**config.mk**
```make
export PLATFORM = sky130hd
export DESIGN_NAME = kmeans_iter_ctrl
export DESIGN_NICKNAME = d
export VERILOG_FILES = /design/src/rtl/kmeans_iter_ctrl.sv
export SDC_FILE = /design/constraint.sdc
export NUM_CORES = 1
export LEC_CHECK = 0
export CORE_ASPECT_RATIO = 0.7
export CORE_UTILIZATION = 59
export CTS_CLUSTER_DIAMETER = 150
export DETAILED_ROUTE_END_ITERATION = 12
export MAX_ROUTING_LAYER = met4
export PLACE_DENSITY_LB_ADDON = 0.12
export SETUP_SLACK_MARGIN = 0.3
export SLEW_MARGIN = 20
export SYNTH_ARGS = -nofsm -noshare
export SYNTH_HDL_FRONTEND = slang
export SYNTH_SLANG_ARGS = --single-unit
```
**constraint.sdc**
```tcl
create_clock -name clk_i -period 3 [get_ports clk_i]
set_clock_uncertainty 0.05 [all_clocks]
set_input_delay 0.6 -clock clk_i [delete_from_list [all_inputs] [get_ports clk_i]]
set_output_delay 0.6 -clock clk_i [all_outputs]
set_load 0.02 [all_outputs]
```
**src/rtl/kmeans_iter_ctrl.sv**
```systemverilog
// rtl/kmeans_iter_ctrl.sv - k-means iteration controller with label RAM and convergence detection
//
// Sequences repeated k-means passes: each pass pulses eng_start_o, accepts SAMPS
// labelled samples from the engine, stores them in a label RAM and counts how many
// labels differ from the previous pass. A run ends when a pass (other than the
// first) produces zero changes, when MAX_ITERS passes have completed, or on abort.
//
// Ports:
//   clk_i            clock, rising edge
//   rst_i            asynchronous active-high reset
//   go_i             start-run request, honoured only in IDLE
//   abort_i          terminate the current run at the next edge
//   eng_start_o      one-cycle start pulse per pass to the engine
//   eng_lbl_valid_i  engine presents one labelled sample
//   eng_addr_i       sample index of the presented label
//   eng_class_i      cluster label for eng_addr_i
//   busy_o           high whenever the controller is not IDLE
//   done_o           one-cycle pulse at the end of a run
//   converged_o      last run ended on a zero-change pass; held until next go_i
//   iters_o          passes completed in the current or last run
//   changes_o        label changes counted in the last completed pass
//   rd_addr_i        label RAM read address
//   rd_class_o       stored label at rd_addr_i, one cycle latency

module kmeans_iter_ctrl #(
    parameter int SAMPS     = 128,
    parameter int K         = 3,
    parameter int MAX_ITERS = 16,
    localparam int LW = (K > 1) ? $clog2(K) : 1,
    localparam int AW = (SAMPS > 1) ? $clog2(SAMPS) : 1,
    localparam int IW = $clog2(MAX_ITERS) + 1,
    localparam int CW = $clog2(SAMPS) + 1
) (
    input  logic          clk_i,
    input  logic          rst_i,
    input  logic          go_i,
    input  logic          abort_i,
    output logic          eng_start_o,
    input  logic          eng_lbl_valid_i,
    input  logic [AW-1:0] eng_addr_i,
    input  logic [LW-1:0] eng_class_i,
    output logic          busy_o,
    output logic          done_o,
    output logic          converged_o,
    output logic [IW-1:0] iters_o,
    output logic [CW-1:0] changes_o,
    input  logic [AW-1:0] rd_addr_i,
    output logic [LW-1:0] rd_class_o
);

    localparam logic [2:0] S_IDLE  = 3'd0;
    localparam logic [2:0] S_START = 3'd1;
    localparam logic [2:0] S_RUN   = 3'd2;
    localparam logic [2:0] S_CHECK = 3'd3;
    localparam logic [2:0] S_DONE  = 3'd4;

    localparam logic [CW-1:0] LAST_LBL = CW'(SAMPS - 1);
    localparam logic [IW-1:0] MAX_IT   = IW'(MAX_ITERS);

    logic [2:0]    state_q, state_d;
    logic [IW-1:0] iters_q, iters_d;
    logic          conv_q, conv_d;
    logic [CW-1:0] changes_q, changes_d;
    logic [CW-1:0] lbl_cnt_q, lbl_cnt_d;
    logic [CW-1:0] chg_cnt_q, chg_cnt_d;
    logic [LW-1:0] rd_class_q;
    logic          wr_en;
    logic [LW-1:0] stored_lbl;

    // Label storage is deliberately not reset; contents are defined by the first pass.
    logic [LW-1:0] label_mem [SAMPS];

    // Asynchronous read of the label being overwritten, used for change detection.
    assign stored_lbl = label_mem[eng_addr_i];

    always_comb begin
        state_d   = state_q;
        iters_d   = iters_q;
        conv_d    = conv_q;
        changes_d = changes_q;
        lbl_cnt_d = lbl_cnt_q;
        chg_cnt_d = chg_cnt_q;
        wr_en     = 1'b0;

        case (state_q)
            S_IDLE: begin
                if (go_i) begin
                    state_d   = S_START;
                    iters_d   = '0;
                    conv_d    = 1'b0;
                    lbl_cnt_d = '0;
                    chg_cnt_d = '0;
                end
            end
            S_START: begin
                lbl_cnt_d = '0;
                chg_cnt_d = '0;
                state_d   = S_RUN;
            end
            S_RUN: begin
                if (eng_lbl_valid_i) begin
                    wr_en     = 1'b1;
                    lbl_cnt_d = lbl_cnt_q + CW'(1);
                    // On the first pass every label counts as a change: the RAM
                    // holds nothing meaningful to compare against.
                    if ((iters_q == '0) || (stored_lbl != eng_class_i)) begin
                        chg_cnt_d = chg_cnt_q + CW'(1);
                    end
                    // The pass ends on the label count alone, so repeated
                    // addresses still advance it.
                    if (lbl_cnt_q == LAST_LBL) begin
                        state_d = S_CHECK;
                        iters_d = iters_q + IW'(1);
                    end
                end
            end
            S_CHECK: begin
                changes_d = chg_cnt_q;
                if ((chg_cnt_q == '0) && (iters_q > IW'(1))) begin
                    conv_d  = 1'b1;
                    state_d = S_DONE;
                end else if (iters_q == MAX_IT) begin
                    conv_d  = 1'b0;
                    state_d = S_DONE;
                end else begin
                    state_d = S_START;
                end
            end
            S_DONE: begin
                state_d = S_IDLE;
            end
            default: begin
                state_d = S_IDLE;
            end
        endcase

        // Abort overrides everything above: no write, no counting, no pass credit.
        if (abort_i && ((state_q == S_START) || (state_q == S_RUN) || (state_q == S_CHECK))) begin
            state_d   = S_DONE;
            iters_d   = iters_q;
            conv_d    = 1'b0;
            changes_d = changes_q;
            lbl_cnt_d = lbl_cnt_q;
            chg_cnt_d = chg_cnt_q;
            wr_en     = 1'b0;
        end
    end

    always_ff @(posedge clk_i or posedge rst_i) begin
        if (rst_i) begin
            state_q   <= S_IDLE;
            iters_q   <= '0;
            conv_q    <= 1'b0;
            changes_q <= '0;
            lbl_cnt_q <= '0;
            chg_cnt_q <= '0;
        end else begin
            state_q   <= state_d;
            iters_q   <= iters_d;
            conv_q    <= conv_d;
            changes_q <= changes_d;
            lbl_cnt_q <= lbl_cnt_d;
            chg_cnt_q <= chg_cnt_d;
        end
    end

    always_ff @(posedge clk_i) begin
        if (wr_en) begin
            label_mem[eng_addr_i] <= eng_class_i;
        end
    end

    // Registered read port; a same-cycle write to the same address returns the old label.
    always_ff @(posedge clk_i or posedge rst_i) begin
        if (rst_i) begin
            rd_class_q <= '0;
        end else begin
            rd_class_q <= label_mem[rd_addr_i];
        end
    end

    assign eng_start_o = (state_q == S_START);
    assign busy_o      = (state_q != S_IDLE);
    assign done_o      = (state_q == S_DONE);
    assign converged_o = conv_q;
    assign iters_o     = iters_q;
    assign changes_o   = changes_q;
    assign rd_class_o  = rd_class_q;

endmodule

```
### Word-level counts from Yosys, hierarchy flattened

Memory sizes are Yosys's and may differ from the RTL's. A register that Yosys moved wholly into a read port is not among the register bits.
Cells that the tools add are included.
W data, S select, Z words.

* flip-flop bits (word level): 33
* bits in writable memories: 256
* bits of input ports: 21
* output and inout port bits: 19
* word-level logic and storage cells: 72
* memories: 1

* add/subtract/negate cells: 3
* order comparisons: 1
* equal/unequal tests: 15
* mux-type cells: 27
* bitwise gates (word level): 1
* reduce and logical (&&, ||, !) cells: 18

Memories
* label_mem: words 128, bits a word 2, rd ports 2, clocked after Yosys merged registers in 1, write ports 1, line 71 `logic [LW-1:0] label_mem [SAMPS];`

Operators by type and width (count)
* $pmux W8 S3: 2
* $mux W8: 4
* $mux W3: 6
* $add A8 B1 Y8 const B: 2
* $mux W5: 3
* $pmux W3 S4: 1
* $pmux W5 S2: 1
* $reduce_and A5 Y1: 2
* $mux W1: 9
* $reduce_bool A3 Y1: 3
* $eq A8 B7 Y1 const B: 1
* $logic_not A8 Y1: 1
* $ne A2 B2 Y1 const B: 4
* $eq A3 B2 Y1 const B: 2
* $ne A3 B2 Y1 const B: 2
* $reduce_and A3 Y1: 2
* $add A5 B1 Y5 const B: 1
* $eq A5 B5 Y1 const B: 1
* $gt A5 B1 Y1 const B: 1
* $logic_not A5 Y1: 1
* $ne A4 B3 Y1 const B: 1
* $reduce_and A4 Y1: 1
* $eq A3 B1 Y1 const B: 1
* $eq A3 B3 Y1 const B: 1
* other kinds (9): 12

### Depth between registers and ports, before layout

* depth in word-level cells: 7
* depth in mapped cells: 14
* gate-level depth less buffers: 10

### Least setup slack after synthesis

Ideal clock, no wire load.

* kind: input -> register
* start: in rd_addr_i[0]
* end: reg rd_class_q[1], in the netlist rd_class_o[1], read port of label_mem
* setup time: 0.125 ns
* data arrival time: 3.243 ns
* data required time: 2.825 ns
* path slack: -0.418 ns
* cell stages on the path: 6
* buffers on the path: 2
* cells stage by stage: clkbuf_1 > buf_1 > mux4_2 > mux4_2 > mux4_2 > mux2_2

RTL lines
* from (decl): line 47 `input logic [AW-1:0] rd_addr_i,`
* to (decl): line 66 `logic [LW-1:0] rd_class_q;`

### Final worst setup path

* start: in eng_addr_i[1]
* end: reg chg_cnt_q[2]

* word-level cells in the longest chain between the ends: 5

Ends and longest elaborated chain
* from (decl): line 40 `input logic [AW-1:0] eng_addr_i,`
* $mem_v2 Z128 W2
* $ne A2 B2 Y1: line 106 `if ((iters_q == '0) || (stored_lbl != eng_class_i)) begin`
* $logic_or A1 B1 Y1: line 106
* $ne A2 B2 Y1 (no source line)
* $reduce_and A5 Y1 (no source line)
* to (signal assigned): line 163 `chg_cnt_q <= chg_cnt_d;`
* to (decl): line 65 `logic [CW-1:0] chg_cnt_q, chg_cnt_d;`

Every way passes these cells.
A chain may end at the register's enable or synchronous reset.

==> qor.csv <==
metric,value,unit
status,completed,
main combinational cell family by area after synthesis,multiplexers,
root buffer cell,clkbuf_16,
final worst path period need,2900,ps
hold_buf cts,0,
ANT cells,0,
kind of critical path,input port to register,
IO buf count,39,
RSZ-0062 raised after global routing,yes,
"Distinct cells, synth",74,
Ys Warns,0,
number of global-route vias before repair,9993,
first-pass GRT wire length,63500,microns
share of layout cells above drive strength 1,34.6,%
design area,17900,sq um
WL final,43200,microns
kind of launch point of the worst setup path,input port,
fill count,1506,
# setup viols final,0,
CTS max path bufs,3,
HP Class,input port to register,
Max Cap Viol,0,
worst r2r src,label_mem[119][1]$_DFFE_PP_,
total length of routed met3 wires,5600,microns
Clock Latency Late Sink,570,ps
H-tree depth,1,
compound-cell area share of the yosys netlist,7.36,%
routed vias/inst,6.95,
"EDFF count, synth",256,
internal reg-to-reg setup slack,140,ps
worst-path fanout max,9,
num rows,47,
max-slew violations,0,
CP top delay family,compound AO/OA/AOI/OAI gates,
# DRC,0,
maximum VDD drop,0.562,mV
cells on worst reg2reg path,11,
dominant synthesized flop cell,edfxtp_1,
Yosys top cell area share,52.5,%
CP endpoint kind,register,
Fmax,345,MHz
leakage power,6.18,nW
Slew @ Worst Pin,839,ps
mux cell area share after synthesis,21.3,%
Initial Utilization,61.0,%
Slew headroom,44.1,%
"flops & latches, synth",291,
slowest CP cell,nor2_2,
largest area contributor in the netlist,edfxtp_1,
Die Area,25500,sq um
CTS Buf Count,27,
antenna violations before repair,0,
Crit Reg-Reg Endpoint,chg_cnt_q[2]$_DFFE_PP0P_,
routability cong.,1.00,
Pwr Total,9.67,mW
GRT overflow,0,
Layout Nets,1189,
CP bufs+invs,3,
die width,190,microns
Top Metal Used,met4,
crit path DAT,3310,ps
CP Launch Point,eng_addr_i[1],
Post-Synth Simple-Gate Area,8.99,%
"antenna viol nets, final",0,
largest net degree at the start of global routing,84,
wire length per cell,28.9,microns
HPWL after DPL,30000,microns
CP Depth,12,
Critical Path RT,3410,ps
Synth area leaders,"edfxtp_1 (53%), mux4_2 (16%), dfrtp_1 (6.0%)",
GR Util All Layers,35.4,%
synthesis-to-layout area growth,22.2,%
period utilisation layout,96.5,%
Area after DPL,16400,sq um
"Cell Count, Final, Fillers Out",1498,
1st-iter DRT viols,1568,
Clock Sinks,291,
Post-Syn Nets,1030,
clock-pin slew on the worst setup and hold paths,70,ps
DR pass1 iterations,6,
cell mode on critical path,buf_4,
"FFs w/ async S/R, synth",12.0,%
CP peak stage delay,520,ps
Ports,40,
Post-Synth Adder-Cell Area,0.513,%
Synth Area per Inst,14.6,sq um
Cells after DPL,1436,
PD cells,540,nW/um^2
final core utilization,74.6,%
M1 wire length,17900,microns
Vias,10400,
CTS tree,yes,
core box area,24000,sq um
Final Hold Viols,0,
sequential share of the synthesized area,58.5,%
Post-Synth XOR/XNOR Area,0.299,%
metal2 WL,18700,microns
critical path capture point,chg_cnt_q[2]$_DFFE_PP0P_,
cell area after synthesis,14600,sq um
Die H,134,microns
crit path cell chain,buf_2 -> nor2_2 -> a221oi_1 -> o221ai_1 -> o311a_1 -> o32ai_4 -> o21a_2 -> buf_4 -> o41ai_4 -> buf_4 -> a21oi_1 -> o21ai_0,
Synth Instances,1003,
per-stage QoR:
step           TNS [ps]  setup slack, ps  hold WS, ps
2_1_floorplan         0             57.3          410
3_3_place_gp      -6280             -909          436
3_5_place_dp      -7190            -1000          444
4_1_cts               0              152          344
5_1_grt               0             24.3          365
6_report              0              104          364
cells in the final DEF (no fill, tap or decap), types with 23 or more instances in the layout:
| cell | netlist | routed |
|---|---|---|
| edfxtp_1 | 256 | 256 |
| nor2_1 | 161 | 158 |
| buf_4 | 5 | 134 |
| mux4_2 | 101 | 102 |
| mux2i_1 | 51 | 42 |
| nand2_1 | 40 | 40 |
| dfrtp_1 | 35 | 35 |
| clkdlybuf4s50_1 | 0 | 29 |
| clkbuf_16 | 0 | 28 |
| mux2_2 | 25 | 23 |
logic make-up after synthesis:
group / count (synthesis)
multiplexers: 180
XOR/XNOR: 5
flip-flops: 291
buffers and inverters: 88
adder cells (fa/ha/maj): 6
AO/OA/AOI/OAI: 142
AND/OR/NAND/NOR: 291
final cells by class:
cell class	count	area [sq um]	area share, %
Clock buffer	31	701	3.92
Clock inverter	16	211	1.18
Tap cell	318	398	2.22
Sequential cell	291	8560	47.9
Inverter	16	60.1	0.336
Timing Repair Buffer	202	1950	10.9
Multi-Input combinational cell	624	6010	33.6
registers in the layout (all words and copies together), names as in the netlist:
name and cells:
chg_cnt_q 8, rd_class_o 2, changes_o 8, label_mem 256
lbl_cnt_q 8, iters_o 5, state_q 3, converged_o 1
worst min path at each step:
stage | startpoint | to | slack [ps] | cells past startpoint
2_1_floorplan | lbl_cnt_q[3]$_DFFE_PP0P_ | lbl_cnt_q[3]$_DFFE_PP0P_ | 410 | 1
3_3_place_gp | lbl_cnt_q[3]$_DFFE_PP0P_ | lbl_cnt_q[3]$_DFFE_PP0P_ | 440 | 1
3_5_place_dp | changes_o[6]$_DFFE_PP0P_ | changes_o[6]$_DFFE_PP0P_ | 440 | 1
4_1_cts | eng_class_i[0] | label_mem[14][0]$_DFFE_PP_ | 340 | 1
5_1_grt | eng_class_i[0] | label_mem[89][0]$_DFFE_PP_ | 360 | 1
6_report | eng_class_i[0] | label_mem[9][0]$_DFFE_PP_ | 360 | 1
synthesized netlist by cell type (4+ instances only):
| library cell | n |
|---|---|
| nand2_1 | 40 |
| ha_1 | 6 |
| dfrtp_1 | 35 |
| or3_1 | 4 |
| and3_1 | 5 |
| buf_1 | 10 |
| mux4_2 | 101 |
| o22ai_1 | 12 |
| or4_1 | 4 |
| a221oi_1 | 24 |
| edfxtp_1 | 256 |
| nand4_1 | 6 |
| nand2b_1 | 11 |
| o211ai_1 | 4 |
| a31oi_1 | 4 |
| mux2_2 | 25 |
| clkbuf_1 | 32 |
| buf_6 | 7 |
| nor2_1 | 161 |
| inv_1 | 16 |
| nor3_1 | 11 |
| mux2i_1 | 51 |
| o221ai_1 | 11 |
| nand3_1 | 21 |
| buf_4 | 5 |
| a21oi_1 | 9 |
| a22oi_1 | 6 |
| buf_2 | 16 |
| o21ai_0 | 28 |
| nor2b_1 | 7 |
| o31ai_1 | 5 |
report_power, final:
part / switching (mW) / internal, mW / total [mW]
combinational: 0.834 / 0.690 / 1.52
sequential: 0.0702 / 4.46 / 4.53
clock: 1.52 / 2.10 / 3.62
layer usage:
layer  GRT usage [%]  vias up
met5               -        -
met1            53.4     5218
li1                -     4325
met4            7.51        0
met3            8.87       96
met2            49.1      777
repair_timing:
item / 4_1_cts / 5_1_grt
endpoints found under the setup margin: 8 / 9
pin swaps: 20 / 7
gates cloned: 3 / 1
gates resized for setup: 59 / 36
buffers inserted: 11 / 0
Power figures use the tool's default switching activity.
